$ cat src/rtl/gray_ptr_sync_if.sv
// Bundle of the Gray pointer input, error clear and all synchroniser outputs.
// master drives the source pointer and clear; slave is the synchroniser itself.
interface gray_ptr_sync_if #(
  parameter int ADDR_WIDTH = 3,
  parameter int ERR_CNT_W  = 8
);
  logic [ADDR_WIDTH:0]  i_gray;
  logic                 i_err_clr;
  logic [ADDR_WIDTH:0]  o_gray;
  logic [ADDR_WIDTH:0]  o_bin;
  logic                 o_chg;
  logic                 o_err;
  logic [ERR_CNT_W-1:0] o_err_cnt;
  logic                 o_ready;

  modport master (
    output i_gray, i_err_clr,
    input  o_gray, o_bin, o_chg, o_err, o_err_cnt, o_ready
  );

  modport slave (
    input  i_gray, i_err_clr,
    output o_gray, o_bin, o_chg, o_err, o_err_cnt, o_ready
  );
endinterface

$ cat src/rtl/gray_ptr_sync.sv
// Destination-domain synchroniser for async FIFO Gray pointers: N-flop chain,
// registered Gray-to-binary, single-step change strobe and illegal-jump tracking.
module gray_ptr_sync #(
  parameter int ADDR_WIDTH = 3,
  parameter int STAGES     = 2,
  parameter int ERR_CNT_W  = 8
) (
  input  logic            clk,
  input  logic            rstn,
  gray_ptr_sync_if.slave  bus
);

  localparam int PW = ADDR_WIDTH + 1;
  localparam int WW = $clog2(STAGES + 2);

  generate
    if (STAGES < 2) begin : g_bad_stages
      $error("gray_ptr_sync: STAGES must be 2 or more");
    end
  endgenerate

  logic [PW-1:0]        sync_q [STAGES];
  logic [PW-1:0]        g_q;
  logic [PW-1:0]        bin_q;
  logic [PW-1:0]        bin_next;
  logic [PW-1:0]        diff;
  logic [WW-1:0]        warm_cnt;
  logic                 ready_q;
  logic                 chg_q;
  logic                 err_q;
  logic [ERR_CNT_W-1:0] err_cnt_q;
  logic                 single_step;
  logic                 multi_step;

  always_ff @(posedge clk or negedge rstn) begin
    if (!rstn) begin
      for (int i = 0; i < STAGES; i++) sync_q[i] <= '0;
    end else begin
      sync_q[0] <= bus.i_gray;
      for (int i = 1; i < STAGES; i++) sync_q[i] <= sync_q[i-1];
    end
  end

  // Binary bit k is the XOR of all Gray bits from the MSB down to k.
  always_comb begin
    bin_next = '0;
    for (int k = 0; k < PW; k++) bin_next[k] = ^(sync_q[STAGES-1] >> k);
  end

  assign diff        = sync_q[STAGES-1] ^ g_q;
  assign single_step = ($countones(diff) == 1);
  assign multi_step  = ($countones(diff) > 1);

  // Ready rises once the chain and compare register hold post-reset samples,
  // so the reset-zero history can never be mistaken for a pointer jump.
  always_ff @(posedge clk or negedge rstn) begin
    if (!rstn) begin
      warm_cnt <= '0;
      ready_q  <= 1'b0;
    end else if (!ready_q) begin
      if (warm_cnt == WW'(STAGES)) ready_q <= 1'b1;
      else                         warm_cnt <= warm_cnt + 1'b1;
    end
  end

  always_ff @(posedge clk or negedge rstn) begin
    if (!rstn) begin
      g_q   <= '0;
      bin_q <= '0;
    end else begin
      g_q   <= sync_q[STAGES-1];
      bin_q <= bin_next;
    end
  end

  // A new illegal jump takes priority over a simultaneous clear.
  always_ff @(posedge clk or negedge rstn) begin
    if (!rstn) begin
      chg_q     <= 1'b0;
      err_q     <= 1'b0;
      err_cnt_q <= '0;
    end else begin
      chg_q <= ready_q && single_step;
      if (ready_q && multi_step) begin
        err_q <= 1'b1;
        if (bus.i_err_clr)   err_cnt_q <= ERR_CNT_W'(1);
        else if (!(&err_cnt_q)) err_cnt_q <= err_cnt_q + 1'b1;
      end else if (bus.i_err_clr) begin
        err_q     <= 1'b0;
        err_cnt_q <= '0;
      end
    end
  end

  assign bus.o_gray    = sync_q[STAGES-1];
  assign bus.o_bin     = bin_q;
  assign bus.o_chg     = chg_q;
  assign bus.o_err     = err_q;
  assign bus.o_err_cnt = err_cnt_q;
  assign bus.o_ready   = ready_q;

endmodule

$ cat src/flat_wrapper.sv
// flat-port wrapper written by rule: the top's interface ports become plain ports
module gray_ptr_sync_flat 
#(
  parameter int ADDR_WIDTH = 3,
  parameter int STAGES     = 2,
  parameter int ERR_CNT_W  = 8
)
  (clk, rstn, bus_i_gray, bus_i_err_clr, bus_o_gray, bus_o_bin, bus_o_chg, bus_o_err, bus_o_err_cnt, bus_o_ready);
  gray_ptr_sync_if #(.ADDR_WIDTH(ADDR_WIDTH), .ERR_CNT_W(ERR_CNT_W)) bus_i ();
  input  logic clk;
  input  logic rstn;
  input wire logic [$bits(bus_i.i_gray)-1:0] bus_i_gray;
  input wire logic [$bits(bus_i.i_err_clr)-1:0] bus_i_err_clr;
  output wire logic [$bits(bus_i.o_gray)-1:0] bus_o_gray;
  output wire logic [$bits(bus_i.o_bin)-1:0] bus_o_bin;
  output wire logic [$bits(bus_i.o_chg)-1:0] bus_o_chg;
  output wire logic [$bits(bus_i.o_err)-1:0] bus_o_err;
  output wire logic [$bits(bus_i.o_err_cnt)-1:0] bus_o_err_cnt;
  output wire logic [$bits(bus_i.o_ready)-1:0] bus_o_ready;
  assign bus_i.i_gray = bus_i_gray;
  assign bus_i.i_err_clr = bus_i_err_clr;
  assign bus_o_gray = bus_i.o_gray;
  assign bus_o_bin = bus_i.o_bin;
  assign bus_o_chg = bus_i.o_chg;
  assign bus_o_err = bus_i.o_err;
  assign bus_o_err_cnt = bus_i.o_err_cnt;
  assign bus_o_ready = bus_i.o_ready;
  gray_ptr_sync #(.ADDR_WIDTH(ADDR_WIDTH), .STAGES(STAGES), .ERR_CNT_W(ERR_CNT_W)) u_core (.clk(clk), .rstn(rstn), .bus(bus_i));
endmodule
$ cat config.mk
export PLATFORM = sky130hd
export DESIGN_NAME = gray_ptr_sync_flat
export DESIGN_NICKNAME = d
export VERILOG_FILES = /design/src/rtl/gray_ptr_sync_if.sv /design/src/rtl/gray_ptr_sync.sv /design/src/flat_wrapper.sv
export SDC_FILE = /design/constraint.sdc
export NUM_CORES = 1
export LEC_CHECK = 0
export CAP_MARGIN = 10
export CORE_MARGIN = 1.5
export CORE_UTILIZATION = 27
export CTS_CLUSTER_SIZE = 14
export DETAILED_ROUTE_END_ITERATION = 6
export GPL_TIMING_DRIVEN = 1
export HOLD_SLACK_MARGIN = 0.05
export PLACE_DENSITY = 0.45
export SYNTH_ARGS = -nofsm -noshare
export SYNTH_HDL_FRONTEND = slang
export SYNTH_SLANG_ARGS = --single-unit
$ cat constraint.sdc
create_clock -name clk -period 5.4 [get_ports clk]
set_input_delay 0.54 -clock clk [delete_from_list [all_inputs] [get_ports clk]]
set_output_delay 0.54 -clock clk [all_outputs]
set_load 0.005 [all_outputs]
== Word-level counts from Yosys, hierarchy flattened ==
Index checks and enable logic that the tools add are counted.

* Register bits: 29
* Input port bits: 7
* Output and inout bits: 19
* Logic and storage cells: 39

* Add/sub/neg operators: 5
* Order comparisons: 1
* Equal/unequal tests: 3
* Mux-type cells: 8
* Bitwise gates (word level): 3
* Reduce and logical (&&, ||, !) cells: 10

{| class="wikitable"
|+ Operators with widths
! cell !! number
|-
| $add 32x32->32 || 1
|-
| $eq 32x2->1 const B || 1
|-
| $gt 32x2->1 const B || 1
|-
| $mux 8 || 4
|-
| $reduce_xor 4->1 || 4
|-
| $add 8x1->8 const B || 1
|-
| $reduce_and 8->1 || 1
|-
| $add 1x1->2 || 2
|-
| $mux 1 || 4
|-
| $reduce_and 2->1 || 2
|-
| $xor 4x4->4 || 1
|-
| $add 2x1->2 const B || 1
|-
| $eq 2x2->1 const B || 1
|-
| $logic_and 1x1->1 || 2
|-
| $ne 2x2->1 const B || 1
|-
| $not 1->1 || 2
|-
| $reduce_bool 2->1 || 1
|}

== Logic depth before layout (Yosys ltp) ==
* Depth in word-level cells: 7
* Mapped depth: 9
* Gate-level depth less buffers: 9

== Least setup slack after synthesis ==
No wires, ideal clock.

* Path kind: register to register
* Start point: register u_core.sync_q, in the netlist u_core.bus.o_gray[2]
* End point: register u_core.err_cnt_q[5], in the netlist u_core.bus.o_err_cnt[5]
* Setup time: 0.078 ns
* Arrival: 2.359 ns
* Required time: 5.322 ns
* Setup slack: 2.962 ns
* Cell stages (with the launch flop): 10
* Path buffers: 0
* Clock period less this slack: 2.438 ns
* Cells stage by stage: dfrtp_1 > xor2_1 > ha_1 > ha_1 > inv_1 > fa_1 > a21boi_4 > o21ai_2 > or3_1 > a21oi_1

* Cells in the longest elaborated chain, start to end: 7
* Elaborated cells between the ends (all ways): 8
* Those cells by class: add/sub: 2; order compare: 1; mux: 1; bitwise: 1; reduce/logical: 3

{| class="wikitable"
|+ RTL lines
! item !! RTL line !! RTL
|-
| start: declaration || gray_ptr_sync.sv:22 || <nowiki>logic [PW-1:0] sync_q [STAGES];</nowiki>
|-
| $xor 4x4->4 * || gray_ptr_sync.sv:50 || <nowiki>assign diff = sync_q[STAGES-1] ^ g_q;</nowiki>
|-
| $add 1x1->2 (implied by the code) * || gray_ptr_sync.sv:52 || <nowiki>assign multi_step = ($countones(diff) > 1);</nowiki>
|-
| $add 32x32->32 (implied by the code) * || gray_ptr_sync.sv:52 ||
|-
| $gt 32x2->1 * || gray_ptr_sync.sv:52 ||
|-
| $logic_and 1x1->1 * || gray_ptr_sync.sv:84 || <nowiki>if (ready_q && multi_step) begin</nowiki>
|-
| $reduce_bool 2->1 (no line) || -- ||
|-
| $reduce_and 2->1 (no line) || -- ||
|-
| end signal: assignment || gray_ptr_sync.sv:87 || <nowiki>else if (!(&err_cnt_q)) err_cnt_q <= err_cnt_q + 1'b1;</nowiki>
|-
| end: declaration || gray_ptr_sync.sv:31 || <nowiki>logic [ERR_CNT_W-1:0] err_cnt_q;</nowiki>
|}

Every way passes the cells marked *; elsewhere a longest branch is shown, timed or not.
A chain may end at the register's enable or synchronous reset.

== Worst setup path in the final report ==
* Start point: register u_core.sync_q, in the netlist u_core.bus.o_gray[3]
* End point: register u_core.err_cnt_q[5], in the netlist u_core.bus.o_err_cnt[5]

The elaborated chain is that of the path after synthesis.

==> results_dict.tcl <==
set metrics [dict create \
    number_of_i_o_pins 26 \
    io_buffers 25 \
    clock_sinks 28 \
    fmax_ghz 0.383 \
    die_y_um 69.7 \
    cellInternalPower_mw 0.408 \
    synth_cell_types 29 \
    cp-end-kind "flip-flop" \
    timing_worst_setup_path_type "flip-flop to flip-flop" \
    initial_core_util 0.278 \
    rr_startpoint "u_core.bus.o_gray[3]" \
    post-place-cells 169 \
    core_sq_um 4320 \
    numCtsBuffers 3 \
    routed_wirelength_um 2140 \
    top_usage_layer "met2" \
    worst_ir_drop_vdd_mv 0.156 \
    leakage_nw 0.667 \
    wire_per_inst_um 12.4 \
    cts-resized-gates 0 \
    postSynthNetCount 111 \
    placement_rows 24 \
    critPathMostFrequentCell "sky130_fd_sc_hd__ha_1" \
    postRouteAntennaNets 0 \
    clock-root-buffer "sky130_fd_sc_hd__clkbuf_8" \
    arrival_ns 2.81 \
    die_area_sq_um 4860 \
    sequential_cell_area_fraction_in_the_yosys_report 0.583 \
    synthToLayoutAreaGrowth_pct 29.0 \
    netlist.area_leader.share 0.583 \
    hpwl_detailed_um 1500 \
    htreeDepth 1 \
    ys_ff_latch 28 \
    period_minus_slack_ns 2.61 \
    buffers_inserted_during_post_cts_setup_optimization 0 \
    die_x_um 69.7 \
    first_global_vias 836 \
    grt_use_met1 0.125 \
    maxCapViolCount 0 \
    worst_clock_skew_ns 0.00681 \
    critical_path_fanout_max 7 \
    worstSetupStartpointType "flip-flop" \
    route.vias.total 750 \
    ys.warnings.count 0 \
    number_of_nets_in_the_finished_design 135 \
    critical_path_origin "u_core.bus.o_gray[3]" \
    post_synth_inst_count 98 \
    initial_antenna_violation_count 0 \
    timing.slew.headroom 0.749 \
    grt_pass1_wl_um 3780 \
    hold_buffers 0 \
    seqPwrFrac 0.464 \
    tightestPinTransition_ns 0.375 \
    power_density_nw_per_um2 356 \
    clock_insertion_delay_worst_skew_ns 0.27 \
    required_ns 5.60 \
    grt_overflow_total 0 \
    cell_area_synth_sq_um 1200 \
    timing.final.crit_share 0.483 \
    net_switching_power_figure_mw 0.144 \
    cts_tree "done" \
    worst_hold_startpoint "u_core.sync_q[7]" \
    detail_route.first_pass.iterations 3 \
    timing.critical_path.cells "xor2_1 > ha_1 > ha_1 > inv_1 > fa_1 > a21boi_4 > o21ai_2 > or3_1 > a21oi_1" \
    clkPwrFrac 0.297 \
    comb_power_share 0.239 \
    grt_start_max_net_pins 29 \
    slowest_delay_ns 0.47 \
    switching_share_of_power 0.261 \
    gr-usage-met2 0.157 \
    setup-violations-final 0 \
    drc 0 \
    hold_viol_final 0 \
    timing.critical_path.slowest_stage_cell "sky130_fd_sc_hd__fa_1" \
    fraction_of_met3_tracks_used_by_global_routing 0.0203 \
    timing.final.max_slew_violations 0 \
    worstHoldPathType "flip-flop to flip-flop" \
    synth.largest_area_cell "sky130_fd_sc_hd__dfrtp_1" \
    hold_slack_ns 0.355 \
    antenna_cells_inserted 0 \
    rsz0062_at_grt "false" \
    setup-tns-final_ns 0 \
    cts-root-to-sink-buffers 2 \
    syn_area_per_cell_sq_um 12.3 \
    drt_iter0_drc 21 \
    top_post_synthesis_cells_by_area "sky130_fd_sc_hd__dfrtp_1 58%, sky130_fd_sc_hd__xor2_1 5.8%, sky130_fd_sc_hd__ha_1 5.2%" \
    layout.cells.non_filler 173 \
    outcome "finished clean" \
    clk_pin_slew_ns 0.10 \
    routed_via_density 4.34 \
    globalRouteTotalUtil 0.0963 \
    post_route_cells_drive_above_1_share 0.0909 \
    place_congestion 0.801 \
]
-- flip-flops by register name, indices dropped and copies added, names as in the netlist --
register,count
u_core.bus.o_err_cnt,8
u_core.bus.o_bin,4
u_core.bus.o_gray,4
u_core.sync_q,4
u_core.g_q,3
u_core.warm_cnt,2
u_core.bus.o_chg,1
u_core.bus.o_err,1
u_core.bus.o_ready,1
-- through the flow --
step / total power, mW / cell area [sq um] / setup WS (ns) / util
6_report: 0.552 / 1550 / 2.79 / 0.359
5_1_grt: 0.585 / 1550 / 2.67 / 0.359
4_1_cts: 0.566 / 1550 / 2.74 / 0.359
3_5_place_dp: 0.395 / 1480 / 2.79 / 0.342
3_3_place_gp: 0.394 / 1480 / 2.85 / 0.342
2_1_floorplan: 0.328 / 1200 / 2.96 / -
-- critical path: cells and delay by family (launching register included) --
family | cells | cell delay (ns)
compound gates | 3 | 0.56
xor+xnor | 1 | 0.19
simple gates | 1 | 0.35
buf+inv | 1 | 0.06
flops | 1 | 0.45
fa+ha+maj | 3 | 0.94
-- path summary, 6_finish.rpt --
check | to | slack, ns | cells past startpoint
max in group asynchronous | u_core.g_q[1] | 4.50 | 2
setup / recovery | u_core.bus.o_err_cnt[5] | 2.79 | 9
setup reg to reg | u_core.bus.o_err_cnt[5] | 2.79 | 9
hold / removal | u_core.bus.o_gray[3] | 0.35 | 0
hold reg to reg | u_core.bus.o_gray[3] | 0.35 | 0
min in group asynchronous | u_core.warm_cnt[1] | 0.63 | 2
-- cell type report --
cell class / count / area (sq um)
Fill cell: 442 / 2770
Sequential cell: 28 / 701
Multi-Input combinational cell: 58 / 438
Timing Repair Buffer: 26 / 258
Tap cell: 52 / 65.1
Clock buffer: 3 / 41.3
Clock inverter: 1 / 30.0
Inverter: 5 / 18.8
-- cells in the final DEF (no fill, tap or decap) --
cell,instances
sky130_fd_sc_hd__o21ai_2,1
sky130_fd_sc_hd__ha_1,5
sky130_fd_sc_hd__a21oi_1,2
sky130_fd_sc_hd__nand4_1,4
sky130_fd_sc_hd__a221o_2,1
sky130_fd_sc_hd__a311oi_1,1
sky130_fd_sc_hd__o21a_1,1
sky130_fd_sc_hd__and3_1,2
sky130_fd_sc_hd__xnor2_1,1
sky130_fd_sc_hd__a21boi_4,1
sky130_fd_sc_hd__or2_2,1
sky130_fd_sc_hd__nor3_1,2
sky130_fd_sc_hd__fa_1,1
sky130_fd_sc_hd__inv_1,5
sky130_fd_sc_hd__bufinv_16,1
sky130_fd_sc_hd__clkdlybuf4s50_1,25
sky130_fd_sc_hd__nor2b_1,1
sky130_fd_sc_hd__a21bo_2,1
sky130_fd_sc_hd__or3_1,1
sky130_fd_sc_hd__mux2i_1,4
sky130_fd_sc_hd__xor2_1,8
sky130_fd_sc_hd__and4_2,1
sky130_fd_sc_hd__o211ai_1,1
sky130_fd_sc_hd__clkbuf_8,3
sky130_fd_sc_hd__nor2_1,6
sky130_fd_sc_hd__buf_4,1
sky130_fd_sc_hd__nand2b_1,1
sky130_fd_sc_hd__dfrtp_1,28
sky130_fd_sc_hd__nand2_1,5
sky130_fd_sc_hd__nand3_1,3
sky130_fd_sc_hd__o21ai_0,3
-- cell families (layout without fill, tap and decap cells) --
group,Yosys count,count (layout),share of synthesized area
AO/OA/AOI/OAI,12,12,0.0812
XOR/XNOR,9,9,0.0656
adder cells (fa/ha/maj),6,6,0.0687
buffers and inverters,12,35,0.0531
flip-flops,28,28,0.583
multiplexers,4,4,0.0333
AND/OR/NAND/NOR,27,27,0.116
-- synthesized netlist by cell type --
| cell | count |
|---|---|
| sky130_fd_sc_hd__or3_1 | 1 |
| sky130_fd_sc_hd__nor3_1 | 2 |
| sky130_fd_sc_hd__o21ai_2 | 1 |
| sky130_fd_sc_hd__o211ai_1 | 1 |
| sky130_fd_sc_hd__nor2b_1 | 1 |
| sky130_fd_sc_hd__a221o_2 | 1 |
| sky130_fd_sc_hd__xor2_1 | 8 |
| sky130_fd_sc_hd__mux2i_1 | 4 |
| sky130_fd_sc_hd__ha_1 | 5 |
| sky130_fd_sc_hd__or2_2 | 1 |
| sky130_fd_sc_hd__buf_4 | 5 |
| sky130_fd_sc_hd__dfrtp_1 | 28 |
| sky130_fd_sc_hd__and4_2 | 1 |
| sky130_fd_sc_hd__nand4_1 | 4 |
| sky130_fd_sc_hd__clkbuf_1 | 2 |
| sky130_fd_sc_hd__nand3_1 | 3 |
| sky130_fd_sc_hd__inv_1 | 5 |
| sky130_fd_sc_hd__nand2_1 | 5 |
| sky130_fd_sc_hd__o21ai_0 | 3 |
| sky130_fd_sc_hd__xnor2_1 | 1 |
| sky130_fd_sc_hd__a21oi_1 | 2 |
| sky130_fd_sc_hd__a311oi_1 | 1 |
| sky130_fd_sc_hd__nand2b_1 | 1 |
| sky130_fd_sc_hd__nor2_1 | 6 |
| sky130_fd_sc_hd__o21a_1 | 1 |
| sky130_fd_sc_hd__a21bo_2 | 1 |
| sky130_fd_sc_hd__a21boi_4 | 1 |
| sky130_fd_sc_hd__fa_1 | 1 |
| sky130_fd_sc_hd__and3_1 | 2 |
-- metal layers --
metal	vias to the layer above	routed length (um)
li1	377	-
met1	353	1030
met2	18	999
met3	2	92
met4	0	16
met5	-	0
-- power by group through the flow --
stage,clock network (mW),logic [mW],registers [mW]
floorplan,0,0.0705,0.257
global placement,0,0.133,0.261
detailed placement,0,0.135,0.260
CTS,0.174,0.136,0.257
global route,0.178,0.146,0.261
finish,0.164,0.132,0.256
Power figures use the tool's default switching activity.
